File: src/rtl/pc_next_if.sv
// Bus between the multicycle control FSM / datapath and the PC successor unit.
// The controller side is the master; pc_next_unit is the slave.
interface pc_next_if #(
  parameter int ADDR_W = 32,
  parameter int IDX_W  = 26
);
  logic              pc_en;
  logic [2:0]        mode;
  logic [IDX_W-1:0]  instr_index;
  logic [15:0]       imm16;
  logic              branch_taken;
  logic [ADDR_W-1:0] rs_value;
  logic [ADDR_W-1:0] pc;
  logic [ADDR_W-1:0] pc_plus4;
  logic [ADDR_W-1:0] link_addr;
  logic              misalign;
  logic              ras_mismatch;
  logic              ras_empty;
  logic              ras_full;

  modport master (
    output pc_en, mode, instr_index, imm16, branch_taken, rs_value,
    input  pc, pc_plus4, link_addr, misalign, ras_mismatch, ras_empty, ras_full
  );

  modport slave (
    input  pc_en, mode, instr_index, imm16, branch_taken, rs_value,
    output pc, pc_plus4, link_addr, misalign, ras_mismatch, ras_empty, ras_full
  );
endinterface

File: src/rtl/pc_next_unit.sv
// PC register and next-PC selection (seq/branch/jump/link/jump-register) with a
// small return-address stack used to cross-check JR $ra targets.
module pc_next_unit #(
  parameter int          ADDR_W    = 32,
  parameter int          IDX_W     = 26,
  parameter logic [31:0] RESET_PC  = 32'h0000_0000,
  parameter int          RAS_DEPTH = 4
) (
  input  logic     clk,
  input  logic     rst,
  pc_next_if.slave bus
);
  localparam int PTR_W = (RAS_DEPTH > 1) ? $clog2(RAS_DEPTH) : 1;
  localparam int CNT_W = $clog2(RAS_DEPTH + 1);

  localparam logic [2:0] M_SEQ   = 3'd0;
  localparam logic [2:0] M_BR    = 3'd1;
  localparam logic [2:0] M_J     = 3'd2;
  localparam logic [2:0] M_JAL   = 3'd3;
  localparam logic [2:0] M_JR    = 3'd4;
  localparam logic [2:0] M_JR_RA = 3'd5;

  localparam logic [PTR_W-1:0] PTR_LAST = PTR_W'(RAS_DEPTH - 1);
  localparam logic [CNT_W-1:0] CNT_FULL = CNT_W'(RAS_DEPTH);

  logic [ADDR_W-1:0] pc_r;
  logic [ADDR_W-1:0] link_r;
  logic              misalign_r;
  logic              mismatch_r;
  logic [PTR_W-1:0]  wr_ptr;
  logic [CNT_W-1:0]  count;
  logic [ADDR_W-1:0] stack [RAS_DEPTH];

  logic [ADDR_W-1:0] p4;
  logic [ADDR_W-1:0] br_off;
  logic [ADDR_W-1:0] jump_tgt;
  logic [ADDR_W-1:0] target;
  logic [PTR_W-1:0]  top_ptr;
  logic [PTR_W-1:0]  inc_ptr;
  logic              is_jr;
  logic              bad_align;
  logic              do_push;
  logic              do_pop;
  logic              empty;

  assign p4     = pc_r + ADDR_W'(4);
  assign br_off = {{(ADDR_W-16){bus.imm16[15]}}, bus.imm16} << 2;

  // Upper jump bits come from pc+4 so a jump in the last slot of a region lands in the next one.
  generate
    if (ADDR_W > IDX_W + 2) begin : g_upper
      assign jump_tgt = {p4[ADDR_W-1:IDX_W+2], bus.instr_index, 2'b00};
    end else begin : g_no_upper
      assign jump_tgt = {bus.instr_index, 2'b00};
    end
  endgenerate

  always_comb begin
    target = p4;
    case (bus.mode)
      M_BR:          if (bus.branch_taken) target = p4 + br_off;
      M_J, M_JAL:    target = jump_tgt;
      M_JR, M_JR_RA: target = bus.rs_value;
      default:       target = p4;
    endcase
  end

  assign empty     = (count == '0);
  assign is_jr     = (bus.mode == M_JR) || (bus.mode == M_JR_RA);
  assign bad_align = is_jr && (bus.rs_value[1:0] != 2'b00);
  assign do_push   = bus.pc_en && (bus.mode == M_JAL);
  assign do_pop    = bus.pc_en && (bus.mode == M_JR_RA) && !empty;
  assign top_ptr   = (wr_ptr == '0) ? PTR_LAST : wr_ptr - PTR_W'(1);
  assign inc_ptr   = (wr_ptr == PTR_LAST) ? '0 : wr_ptr + PTR_W'(1);

  always_ff @(posedge clk or posedge rst) begin
    if (rst) begin
      pc_r       <= ADDR_W'(RESET_PC);
      link_r     <= '0;
      misalign_r <= 1'b0;
      mismatch_r <= 1'b0;
      wr_ptr     <= '0;
      count      <= '0;
    end else if (bus.pc_en) begin
      pc_r       <= bad_align ? pc_r : target;
      misalign_r <= bad_align;
      mismatch_r <= (bus.mode == M_JR_RA) ? (empty || (stack[top_ptr] != bus.rs_value)) : 1'b0;
      if (do_push) begin
        link_r <= p4;
        wr_ptr <= inc_ptr;
        if (count != CNT_FULL) count <= count + CNT_W'(1);
      end else if (do_pop) begin
        wr_ptr <= top_ptr;
        count  <= count - CNT_W'(1);
      end
    end
  end

  // Stack contents need no reset; only pointer and count define validity.
  always_ff @(posedge clk) begin
    if (do_push) stack[wr_ptr] <= p4;
  end

  assign bus.pc           = pc_r;
  assign bus.pc_plus4     = p4;
  assign bus.link_addr    = link_r;
  assign bus.misalign     = misalign_r;
  assign bus.ras_mismatch = mismatch_r;
  assign bus.ras_empty    = empty;
  assign bus.ras_full     = (count == CNT_FULL);
endmodule

File: src/flat_wrapper.sv
// flat-port wrapper written by rule: the top's interface ports become plain ports
module pc_next_unit_flat 
#(
  parameter int          ADDR_W    = 32,
  parameter int          IDX_W     = 26,
  parameter logic [31:0] RESET_PC  = 32'h0000_0000,
  parameter int          RAS_DEPTH = 4
)
  (clk, rst, bus_pc_en, bus_mode, bus_instr_index, bus_imm16, bus_branch_taken, bus_rs_value, bus_pc, bus_pc_plus4, bus_link_addr, bus_misalign, bus_ras_mismatch, bus_ras_empty, bus_ras_full);
  pc_next_if #(.ADDR_W(ADDR_W), .IDX_W(IDX_W)) bus_i ();
  input  logic clk;
  input  logic rst;
  input wire logic [$bits(bus_i.pc_en)-1:0] bus_pc_en;
  input wire logic [$bits(bus_i.mode)-1:0] bus_mode;
  input wire logic [$bits(bus_i.instr_index)-1:0] bus_instr_index;
  input wire logic [$bits(bus_i.imm16)-1:0] bus_imm16;
  input wire logic [$bits(bus_i.branch_taken)-1:0] bus_branch_taken;
  input wire logic [$bits(bus_i.rs_value)-1:0] bus_rs_value;
  output wire logic [$bits(bus_i.pc)-1:0] bus_pc;
  output wire logic [$bits(bus_i.pc_plus4)-1:0] bus_pc_plus4;
  output wire logic [$bits(bus_i.link_addr)-1:0] bus_link_addr;
  output wire logic [$bits(bus_i.misalign)-1:0] bus_misalign;
  output wire logic [$bits(bus_i.ras_mismatch)-1:0] bus_ras_mismatch;
  output wire logic [$bits(bus_i.ras_empty)-1:0] bus_ras_empty;
  output wire logic [$bits(bus_i.ras_full)-1:0] bus_ras_full;
  assign bus_i.pc_en = bus_pc_en;
  assign bus_i.mode = bus_mode;
  assign bus_i.instr_index = bus_instr_index;
  assign bus_i.imm16 = bus_imm16;
  assign bus_i.branch_taken = bus_branch_taken;
  assign bus_i.rs_value = bus_rs_value;
  assign bus_pc = bus_i.pc;
  assign bus_pc_plus4 = bus_i.pc_plus4;
  assign bus_link_addr = bus_i.link_addr;
  assign bus_misalign = bus_i.misalign;
  assign bus_ras_mismatch = bus_i.ras_mismatch;
  assign bus_ras_empty = bus_i.ras_empty;
  assign bus_ras_full = bus_i.ras_full;
  pc_next_unit #(.ADDR_W(ADDR_W), .IDX_W(IDX_W), .RESET_PC(RESET_PC), .RAS_DEPTH(RAS_DEPTH)) u_core (.clk(clk), .rst(rst), .bus(bus_i));
endmodule
File: config.mk
export PLATFORM = sky130hd
export DESIGN_NAME = pc_next_unit_flat
export DESIGN_NICKNAME = d
export VERILOG_FILES = /design/src/rtl/pc_next_if.sv /design/src/rtl/pc_next_unit.sv /design/src/flat_wrapper.sv
export SDC_FILE = /design/constraint.sdc
export NUM_CORES = 1
export LEC_CHECK = 0
export CAP_MARGIN = 20
export CORE_ASPECT_RATIO = 0.5
export CORE_MARGIN = 4
export CORE_UTILIZATION = 33
export CTS_CLUSTER_SIZE = 8
export DETAILED_ROUTE_END_ITERATION = 7
export PLACE_DENSITY = 0.59
export SLEW_MARGIN = 40
export SYNTH_ARGS = -nofsm -noshare
export SYNTH_HDL_FRONTEND = slang
export SYNTH_SLANG_ARGS = --single-unit
export TNS_END_PERCENT = 100
File: constraint.sdc
create_clock -name clk -period 3.6 [get_ports clk]
set_input_delay 0.54 -clock clk [delete_from_list [all_inputs] [get_ports clk]]
set_output_delay 0.54 -clock clk [all_outputs]
set_load 0.02 [all_outputs]
# Word level (Yosys, flattened, before mapping)
# Memories as Yosys holds them, arrays and structs flattened.
# Index checks and enable logic that the tools add are counted.
# classes
add_sub_neg,6
n_eq_ne,10
mux,12
bitwise,1
n_reduce_logical,17
# op_table
op,count
one-hot mux 32 bit (3 select lines),1
adder 32 x 3 -> 32 bit (second input constant),1
adder 32 bit,1
two-way mux 32 bit,1
!= test 32 bit,1
== test 3 bit (second input constant),3
two-way mux 3 bit,3
two-way mux 2 bit,4
== test 3 x 2 -> 1 bit (second input constant),2
AND reduction 2 bit,3
logical AND 1 bit,4
nonzero test 2 bit,2
OR reduction 2 bit,2
adder 3 x 1 -> 3 bit (second input constant),1
== test 3 x 1 -> 1 bit (second input constant),1
zero test 3 bit,1
two-way mux 1 bit,3
!= test 3 bit (second input constant),1
AND reduction 3 bit,1
subtractor 3 x 1 -> 3 bit (second input constant),1
adder 2 x 1 -> 2 bit (second input constant),1
== test 2 bit (second input constant),1
zero test 2 bit,1
logical OR 1 bit,2
4 further kinds,4
# word_totals
regBits,71
ram_bits,128
input_bits,81
output_inout_bits,100
mem_count,1
# memory_table
memory,words,word_bits,read_ports,rd_clocked_by_memory_dff,write_ports,line,text
u_core.stack,4,32,1,0,1,pc_next_unit.sv:32,logic [ADDR_W-1:0] stack [RAS_DEPTH];

# Longest topological paths before layout
# Gate-level depths: netlist of the first run.
# An unclocked memory read counts as a cell.
# depth
depth_word,6
mapped_depth,17

# Worst setup path before layout of the first run
# Ideal clock, no wire load.
# synth_timing
path_kind,register to register
start,"register u_core.pc_r[7], in the netlist u_core.bus.pc[7]"
end,"register u_core.pc_r[30], in the netlist u_core.bus.pc[30]"
setup_ns,0.077
arrival_ns,4.001
t_required_ns,3.523
setup_slack_ns,-0.478
stages_incl_launch_ff,16
path_cell_list,dfrtp_1 and4_4 nand4_4 nor3_1 nand2_1 xnor2_1 ha_1 clkbuf_1 a21oi_1 o21ai_0 a211oi_1 nor2_1 o21a_1 o31a_1 or3_1 a21oi_1
# synth_via
elab_chain_cells,4
# synth_rtl
element,line,text
"start, declared",pc_next_unit.sv:26,logic [ADDR_W-1:0] pc_r;
"start signal, assigned",pc_next_unit.sv:78,pc_r <= ADDR_W'(RESET_PC);
"start signal, assigned",pc_next_unit.sv:85,pc_r <= bad_align ? pc_r : target;
adder 32 x 3 -> 32 bit,pc_next_unit.sv:46,assign p4 = pc_r + ADDR_W'(4);
via bus_pc_plus4[25],flat_wrapper.sv:20,output wire logic [$bits(bus_i.pc_plus4)-1:0] bus_pc_plus4;
adder 32 bit,pc_next_unit.sv:61,M_BR: if (bus.branch_taken) target = p4 + br_off;
two-way mux 32 bit,pc_next_unit.sv:61,
one-hot mux 32 bit (3 select lines),pc_next_unit.sv:60,case (bus.mode)
# The timed path passes the listed nets, and every way through them passes these cells.
# A chain may end at the register's enable or synchronous reset.

# Final worst setup path of the first run
# layout_timing
start,"register u_core.pc_r[3], in the netlist u_core.bus.pc[3]"
end,output bus_pc_plus4[27]
# layout_via
elab_chain_cells,1
# layout_rtl
element,line
adder 32 x 3 -> 32 bit,pc_next_unit.sv:46
"end, declared",flat_wrapper.sv:20
# Every way passes these cells.

==> results of run 1 <==
-- final cells by class --
| cell class | instances | share of cell area, % |
|---|---|---|
| Clock inverter | 15 | 1.199 |
| Antenna cell | 2 | 0.03284 |
| Tap cell | 432 | 3.546 |
| Sequential cell | 199 | 36.94 |
| Clock buffer | 17 | 2.791 |
| Timing Repair Buffer | 309 | 18.49 |
| Multi-Input combinational cell | 710 | 35.98 |
| Inverter | 41 | 1.018 |
-- layer usage --
metal / vias up / GRT usage, % / wire length [um]
li1: 4279 / - / -
met1: 4765 / 31.99 / 19120
met2: 333 / 35.34 / 18910
met3: 47 / 6.888 / 3385
met4: 0 / 6.299 / 840
met5: - / 0 / 0
-- critical path, cell delays in order (launching register included) --
cell and delay, ns:
dfrtp_2 0.43, and3_4 0.23, nand4_4 0.18, nor3_4 0.27
and4_1 0.29, xnor2_1 0.23, inv_1 0.11, buf_4 0.19
clkdlybuf4s50_1 0.54
-- synthesized netlist by cell type, types with 8 or more instances --
| master | number | area [sq um] |
|---|---|---|
| nor2_1 | 70 | 262.8 |
| edfxtp_1 | 128 | 3844 |
| o22ai_1 | 12 | 75.07 |
| a31oi_1 | 14 | 87.58 |
| xnor2_1 | 56 | 490.5 |
| nor2b_1 | 8 | 50.05 |
| nand4_1 | 15 | 93.84 |
| ha_1 | 41 | 513.0 |
| inv_1 | 39 | 146.4 |
| xor2_1 | 20 | 175.2 |
| mux4_2 | 32 | 720.7 |
| buf_2 | 8 | 40.04 |
| o211ai_1 | 8 | 60.06 |
| nor3_1 | 13 | 65.06 |
| o21ai_0 | 76 | 380.4 |
| clkbuf_1 | 33 | 123.9 |
| o21a_1 | 9 | 67.56 |
| dfrtp_1 | 71 | 1777 |
| a21oi_1 | 63 | 315.3 |
| and3_1 | 9 | 56.30 |
| a221oi_1 | 14 | 122.6 |
| nand3_1 | 20 | 100.1 |
| nand2_1 | 125 | 469.2 |
-- power breakdown --
part | switching (mW) | leakage, nW | internal (mW)
sequential | 0.210 | 2.02 | 2.75
clock | 1.01 | 0.294 | 0.999
combinational | 2.54 | 3.47 | 2.11
-- how the worst max path moves through the flow --
stage	end	slack [ns]	cells past startpoint
4_1_cts	bus_pc_plus4[31]	0.0008	6
6_report	bus_pc_plus4[27]	0.14	8
3_5_place_dp	u_core.bus.pc[31]$_DFFE_PP0P_	-0.19	16
3_3_place_gp	u_core.bus.pc[31]$_DFFE_PP0P_	-0.18	16
2_1_floorplan	u_core.bus.pc[30]$_DFFE_PP0P_	-0.05	16
5_1_grt	u_core.bus.pc[28]$_DFFE_PP0P_	-0.05	15
-- sequential cells by signal, indices dropped and copies added, names as in the netlist --
register and cells:
u_core.stack 128, u_core.bus.link_addr 32, u_core.bus.pc 32, u_core.count 3
u_core.wr_ptr 2, u_core.bus.misalign 1, u_core.bus.ras_mismatch 1
-- kinds of logic after synthesis --
family / Yosys count / synth area share, %
simple gates: 295 / 12.44
compound gates: 251 / 14.26
flops: 199 / 50.98
buf+inv: 91 / 3.382
xor+xnor: 78 / 6.333
mux: 43 / 7.593
fa+ha+maj: 43 / 5.016
-- timing repair --
| item | CTS | global route |
|---|---|---|
| pin swaps | 2 | 14 |
| buffers inserted | 6 | 2 |
| endpoints found under the setup margin | 15 | 22 |
| gates resized for setup | 17 | 55 |
==> flow_summary.toml, run 1 <==
[timing]
hold_ws_ns = 0.3226
finClkSkew_ns = 0.01288
final.setup.tns_ns = 0
setup_ws_ns = 0.1410
min_period_over_period_pct = 96.08
timing.slew.headroom_pct = 62.62
min_period_ns = 3.459
tightest_slew_ns = 0.5556
max_freq_ghz = 0.2891
finalSetupViolations = 0
slew_violations = 0
hold_violations = 0

[power]
p_per_area_nw_per_um2 = 631.1
p_leak_nw = 5.784
p_total_mw = 9.619
peakVddDrop_uv = 287.7

[place]
place_area_sq_um = 14230
gp_congestion = 0.9611
port-buffer-count = 180
dpl_worst_slack_ns = -0.1869
place_inst = 1682
dpl.hpwl_mm = 32.55

[global_route]
grt_pass1_wl_mm = 60.85
grt_max_degree = 62
grt_pass1_vias = 9194
gr-usage-all-layers_pct = 23.02
antenna_found_initial = 1
overflow = 0

[run_status]
status = "completed"

[clocking]
clock-sinks = 199
clock_path_buffers = 2
cts_inserted_buffers = 17
ctsHoldBuffers = 0
cts_tree = "done"
clkTransAtPathRegs_ns = 0.08
htree_levels = 4
cts_root_buf = "clkbuf_16"
clock_latency_ns = 0.46

[logic_synthesis]
ys_types = 67
synth_edf_count = 128
ys_seq_area_share_pct = 50.98
synth_warnings = 0
async_flop_share_pct = 35.68
syn_inst = 1000
synthesis.area_sq_um = 11020
syn-num-nets = 1124
post_synth.cell_area_avg_sq_um = 11.02
synth_ff_type = "edfxtp_1"
ys_seq_elements = 199

[critical_path]
critPathCaptureType = "output port"
worst_setup_path_start_kind = "register"
path_class = "reg2out"
ff2ff_path_depth = 14
timing.rr.end = "u_core.bus.pc[30]$_DFFE_PP0P_"
r2r-start = "u_core.bus.pc[3]$_DFFE_PP0P_"
cp_max_fo = 6
required_ns = 3.06
startpoint = "u_core.bus.pc[3]$_DFFE_PP0P_"
worst_ep_arrival_time_ns = 2.92
rrSetupSlack_ns = 0.17

[run]
drv_cap = 0

[route]
num_vias = 9424
antenna_left = 0
vias_per_cell = 5.463
firstDrtPassIters = 6
avgRoutedWirePerCell_um = 24.49
drc_errors = 0
first_iter_violations = 849
wl_mm = 42.25

[floorplan]
io_pins = 181
fp-row-count = 46
die_x_um = 266.5
initial_core_util_pct = 34.14
dieArea_sq_um = 36570
coreArea_sq_um = 32290
die_h_um = 137.2

[layout]
drive_above_1_share_pct = 21.38
seq_area_sq_um = 5630
area_growth_pct = 38.25
layout_commonest_cell = "clkdlybuf4s50_1"
multi_input_area_sq_um = 5484
utilization_pct = 47.20
final_cell_mix = "clkdlybuf4s50_1, edfxtp_1, buf_4, nand2_1, o21ai_0"
fin_cells = 1725
postLayoutCellArea_sq_um = 15240
n_fill_cell = 2935
layout.nets = 1402

[hold_path]
hold_path_class = "in2async"
Note: power is estimated with default switching activity, not from simulation.
==> run 2, diff against run 1 <==
--- a/config.mk
+++ b/config.mk
@@ -12,6 +12,7 @@
 export CTS_CLUSTER_SIZE = 8
 export DETAILED_ROUTE_END_ITERATION = 7
 export PLACE_DENSITY = 0.59
+export REMOVE_ABC_BUFFERS = 1
 export SLEW_MARGIN = 40
 export SYNTH_ARGS = -nofsm -noshare
 export SYNTH_HDL_FRONTEND = slang
==> flow_summary.toml, run 2 (synthesized netlist as in run 1, its figures left out) <==
[run_status]
status = "completed"

[run]
drv_cap = 0

[clocking]
ctsHoldBuffers = 0
clock-sinks = 199
cts_root_buf = "clkbuf_16"
clkTransAtPathRegs_ns = 0.08
cts_inserted_buffers = 17
clock_path_buffers = 2
htree_levels = 4
clock_latency_ns = 0.46
cts_tree = "done"

[timing]
tightest_slew_ns = 0.7831
rsz0062_at_grt = "yes"
finalSetupViolations = 0
setup_ws_ns = 0.02230
slew_violations = 0
hold_violations = 0
min_period_over_period_pct = 99.38
final.setup.tns_ns = 0
timing.slew.headroom_pct = 47.73
max_freq_ghz = 0.2795
min_period_ns = 3.578
finClkSkew_ns = 0.01389

[hold_path]
hold_path_class = "in2async"

[layout]
layout.nets = 1429
largest_register_ffs = 128
drive_above_1_share_pct = 22.42
diodes = 0
final_cell_mix = "clkdlybuf4s50_1, buf_4, edfxtp_1, nand2_1, o21ai_0"
area_growth_pct = 39.81
layout_commonest_cell = "clkdlybuf4s50_1"
n_fill_cell = 2931
largest-register = "u_core.stack"
fin_cells = 1748
postLayoutCellArea_sq_um = 15410

[floorplan]
initial_core_util_pct = 34.14
die_h_um = 137.2
die_x_um = 266.5
fp-row-count = 46
coreArea_sq_um = 32290
io_pins = 181
dieArea_sq_um = 36570

[critical_path]
critPathTopFamily = "simple AND/OR/NAND/NOR gates"
cp_max_fo = 5
path_class = "reg2reg"
startpoint = "u_core.bus.pc[3]$_DFFE_PP0P_"
critPathCaptureType = "register"
crit_chain = "ha_2 > and4_4 > nand2_4 > nor2_4 > nand3_2 > xor2_1 > inv_1 > ha_4 > nand2_1 > nand4b_1 > a31oi_1 > buf_4 > buf_6 > nor2_4 > o211ai_1 > mux2i_1 > o211ai_1"
path_buf_inv = 3
r2r-start = "u_core.bus.pc[3]$_DFFE_PP0P_"
required_ns = 3.92
worst_ep_arrival_time_ns = 3.89
crit_slowest_cell = "dfrtp_1"
worst_setup_path_start_kind = "register"
critPathMaxStageDelay_ns = 0.39

[global_route]
grt.busiest_layer = "met2"
use_met3_pct = 3.319
antenna_found_initial = 0
gr-usage-all-layers_pct = 22.64
use_met1_pct = 29.97
grt_max_degree = 43
grt_util_met2_pct = 38.82
grt_pass1_vias = 9521
overflow = 0
grt_pass1_wl_mm = 60.81

[route]
wl_mm = 41.73
num_vias = 9465
drc_errors = 0
avgRoutedWirePerCell_um = 23.87
vias_per_cell = 5.415
first_iter_violations = 854
firstDrtPassIters = 6
antenna_left = 0

[place]
place_inst = 1709
port-buffer-count = 180
dpl_worst_slack_ns = -0.2595
dpl.hpwl_mm = 31.50
place_area_sq_um = 14300
gp_congestion = 0.9314

[power]
p_total_mw = 9.877
p_leak_nw = 5.917
peakVddDrop_uv = 388.7
p_per_area_nw_per_um2 = 640.8
run 2: changes by cell type in the layout (fill, tap and decap cells not counted), sizes merged:
cell / before / now
bufinv: 1 / 5
clkinv: 9 / 2
dlygate4sd2: 4 / 3
dlymetal6s2s: 2 / 0
diode: 2 / 0
inv: 45 / 43
clkbuf: 17 / 20
clkdlybuf4s50: 174 / 176
buf: 129 / 157
run 2: per-layer routing:
metal / up-vias / part of all wire (%)
li1: 4329 / -
met5: - / 0
met1: 4792 / 44
met4: 0 / 1.8
met2: 298 / 49
met3: 46 / 5.0
run 2: power by group:
group | switching (mW) | total, mW | internal, mW
logic | 2.61 | 4.80 | 2.19
clock network | 0.908 | 2.15 | 1.24
registers | 0.182 | 2.93 | 2.75
total | 3.71 | 9.88 | 6.17
run 2: final timing paths:
kind	to	slack, ns	depth (start not counted)
max reg2reg	u_core.bus.pc[29]$_DFFE_PP0P_	0.02	17
min in group clk	u_core.bus.link_addr[1]$_DFFE_PP0P_	0.48	2
max in group asynchronous	u_core.bus.pc[27]$_DFFE_PP0P_	2.41	3
min	u_core.bus.link_addr[3]$_DFFE_PP0P_	0.46	2
min reg2reg	u_core.bus.link_addr[1]$_DFFE_PP0P_	0.48	2
max	u_core.bus.pc[29]$_DFFE_PP0P_	0.02	17
run 2: layout make-up:
class	count	area (sq um)	area share, %
flip-flops and latches	199	5623	36.48
multi-input cells	710	5458	35.41
repair buffers	336	3005	19.50
well taps	432	540.5	3.507
clock buffers	20	436.7	2.833
clock inverters	10	195.2	1.266
inverters	41	155.1	1.007
run 2: through the flow:
step,hold slack [ns],utilization (%)
final,0.4643,47.74
after global routing,0.4980,47.74
after CTS,0.4807,46.54
after detailed placement,0.4614,44.27
after global placement,0.4566,44.26
after floorplan,0.4487,-
run 2: repair_timing:
item                                    CTS  global route
setup buffers                             1             9
pin swaps                                 7            29
gates resized for setup                  24            60
hold endpoints to repair                  0             0
endpoints found under the setup margin   13            19
==> run 3, diff against run 2 <==
--- a/config.mk
+++ b/config.mk
@@ -5,13 +5,15 @@
 export SDC_FILE = /design/constraint.sdc
 export NUM_CORES = 1
 export LEC_CHECK = 0
+export ABC_AREA = 1
+export ABC_CLOCK_PERIOD_IN_PS = 3600
 export CAP_MARGIN = 20
 export CORE_ASPECT_RATIO = 0.5
 export CORE_MARGIN = 4
 export CORE_UTILIZATION = 33
 export CTS_CLUSTER_SIZE = 8
 export DETAILED_ROUTE_END_ITERATION = 7
-export PLACE_DENSITY = 0.59
+export PLACE_DENSITY = 0.58
 export REMOVE_ABC_BUFFERS = 1
 export SLEW_MARGIN = 40
 export SYNTH_ARGS = -nofsm -noshare
==> flow_summary.toml, run 3 <==
[run_status]
status = "completed"

[place]
port-buffer-count = 180
dpl_worst_slack_ns = 0.2843
dpl.hpwl_mm = 35.23
gp_congestion = 0.9624
place_area_sq_um = 15240

[timing]
timing.slew.headroom_pct = 57.68
slew_violations = 0
setup_ws_ns = 0.1243
min_period_ns = 3.476
finClkSkew_ns = 0.01582
tightest_slew_ns = 0.6281
max_freq_ghz = 0.2877
hold_violations = 0
min_period_over_period_pct = 96.55
finalSetupViolations = 0

[layout]
postLayoutCellArea_sq_um = 15930
largest_register_ffs = 128
final_cell_mix = "nand2_1, inv_1, clkdlybuf4s50_1, nand3_1, edfxtp_1"
largest-register = "u_core.stack"
multi_input_area_sq_um = 5904
area_growth_pct = 27.72
n_fill_cell = 3733
drive_above_1_share_pct = 9.320
utilization_pct = 42.64
seq_area_sq_um = 5620
diodes = 0
layout.nets = 1978
layout_commonest_cell = "nand2_1"

[clocking]
clock_path_buffers = 2
clkTransAtPathRegs_ns = 0.08
cts_tree = "done"
cts_inserted_buffers = 17
htree_levels = 4
clock-sinks = 199
cts_root_buf = "clkbuf_16"
clock_latency_ns = 0.44

[route]
firstDrtPassIters = 6
wl_mm = 46.87
avgRoutedWirePerCell_um = 19.85
first_iter_violations = 1235
num_vias = 11850
antenna_left = 0
vias_per_cell = 5.020
drc_errors = 0

[critical_path]
cp_max_fo = 6
path_class = "reg2out"
crit_slowest_cell = "clkdlybuf4s50_1"
path_buf_inv = 3
required_ns = 3.06
critPathMaxStageDelay_ns = 0.61
crit_chain = "inv_1 > nor2_1 > nand2_1 > nor2_1 > nand3_1 > nor2_1 > nand2_1 > nand2_1 > and2_1 > buf_4 > clkdlybuf4s50_1"
worst_setup_path_start_kind = "register"
critPathCaptureType = "output port"
critPathTopFamily = "simple AND/OR/NAND/NOR gates"
worst_ep_arrival_time_ns = 2.94

[floorplan]
die_x_um = 282.9
io_pins = 181
dieArea_sq_um = 41150
initial_core_util_pct = 33.39
coreArea_sq_um = 37350
fp-row-count = 50
die_h_um = 145.5

[power]
peakVddDrop_uv = 473.4
p_leak_nw = 7.278
p_per_area_nw_per_um2 = 669.3

[global_route]
grt_max_degree = 72
antenna_found_initial = 1
overflow = 0
grt_pass1_wl_mm = 69.97
gr-usage-all-layers_pct = 22.27
grt_pass1_vias = 11060

[logic_synthesis]
synthTopCellsByCount = "nand2_1, inv_1, nand3_1, edfxtp_1, nor2_1"
yosysTopAreaCellShare_pct = 30.82
yosysTopAreaCell = "edfxtp_1"
synth_edf_count = 128
synthesis.area_sq_um = 12470
synth_ff_type = "edfxtp_1"
ys_types = 49
post_synth.cell_area_avg_sq_um = 7.636
ys_seq_area_share_pct = 45.07
ys_seq_elements = 199
async_flop_share_pct = 35.68
syn_inst = 1633
synth_warnings = 0
synth_most_common_cell = "nand2_1"
synthTopCellsByArea = "edfxtp_1, nand2_1, dfrtp_1"

[hold_path]
hold_path_class = "reg2reg"

[run]
drv_cap = 0
-- run 3: changes by cell type after synthesis, moves of 15 or more --
cell and change:
nand3_1 +144, nand2_1 +461, clkbuf_1 -20, mux4_2 -32, a21oi_1 -16, nand3b_1 +22, nor2_1 +29, xnor2_1 -53
buf_2 +15, inv_1 +157
-- run 3: cell type report --
class                      instances  share of cell area [%]
sequential                       199                   35.29
inverter                         210                   4.965
clock inverter                    15                   1.178
clock buffer                      17                   2.671
timing repair buffer             250                   14.94
tap                              494                   3.881
multi-input combinational       1176                   37.07
-- run 3: per-layer routing --
metal  GRT usage [%]  part of all wire [%]  vias up
met3           2.833                   7.1       41
met1           31.71                    45     5629
met4           4.451                   1.5        2
met2           36.67                    46      406
met5               0                 0.028        -
li1                -                     -     5775
-- run 3: worst min-delay path, stage by stage, from the launching register on --
cell     delay, ns
dfrtp_1       0.35
nand2_1       0.05
nand2_1       0.05
-- run 3: kinds of logic after synthesis --
family / synth area share [%]
adder cells (fa/ha/maj): 4.435
multiplexers: 0.09030
XOR/XNOR: 1.124
flip-flops: 45.07
AND/OR/NAND/NOR: 32.58
buffers and inverters: 8.308
AO/OA/AOI/OAI: 8.389
-- run 3: path summary, 6_finish.rpt --
| path | startpoint | endpoint | slack (ns) | cells after the start |
|---|---|---|---|---|
| worst min register to register | u_core.bus.link_addr[4]$_DFFE_PP0P_ | u_core.bus.link_addr[4]$_DFFE_PP0P_ | 0.47 | 2 |
| worst max-delay path | u_core.bus.pc[24]$_DFFE_PP0P_ | bus_pc_plus4[28] | 0.12 | 11 |
| worst max register to register | u_core.bus.pc[3]$_DFFE_PP0P_ | u_core.bus.pc[21]$_DFFE_PP0P_ | 0.26 | 21 |
| max in group asynchronous | rst | u_core.bus.pc[12]$_DFFE_PP0P_ | 2.69 | 3 |
| min in group asynchronous | rst | u_core.count[1]$_DFFE_PP0P_ | 0.49 | 3 |
| worst min-delay path | u_core.bus.link_addr[4]$_DFFE_PP0P_ | u_core.bus.link_addr[4]$_DFFE_PP0P_ | 0.47 | 2 |
-- run 3: through the flow --
| step | setup TNS, ns | cells | total power, mW | hold slack, ns |
|---|---|---|---|---|
| after floorplan | -44.47 | 1585 | 6.271 | 0.4645 |
| after global placement | 0 | 2328 | 8.571 | 0.4547 |
| after detailed placement | 0 | 2328 | 8.612 | 0.4580 |
| after CTS | 0 | 2360 | 10.63 | 0.4774 |
| after global routing | -0.01363 | 2361 | 11.39 | 0.5001 |
| final | 0 | 2361 | 10.66 | 0.4742 |
-- run 3: report_power, final --
| part | switching (mW) | total, mW | internal (mW) |
|---|---|---|---|
| logic | 3.70 | 5.65 | 1.95 |
| registers | 0.215 | 2.99 | 2.77 |
| clock network | 0.965 | 2.03 | 1.06 |
| total | 4.88 | 10.7 | 5.78 |
-- run 3: what timing repair did --
action                                  4_1_cts  5_1_grt
resized for setup                             0       18
buffers inserted                              0        1
endpoints found under the setup margin        0       10
hold buffers                                  0        0
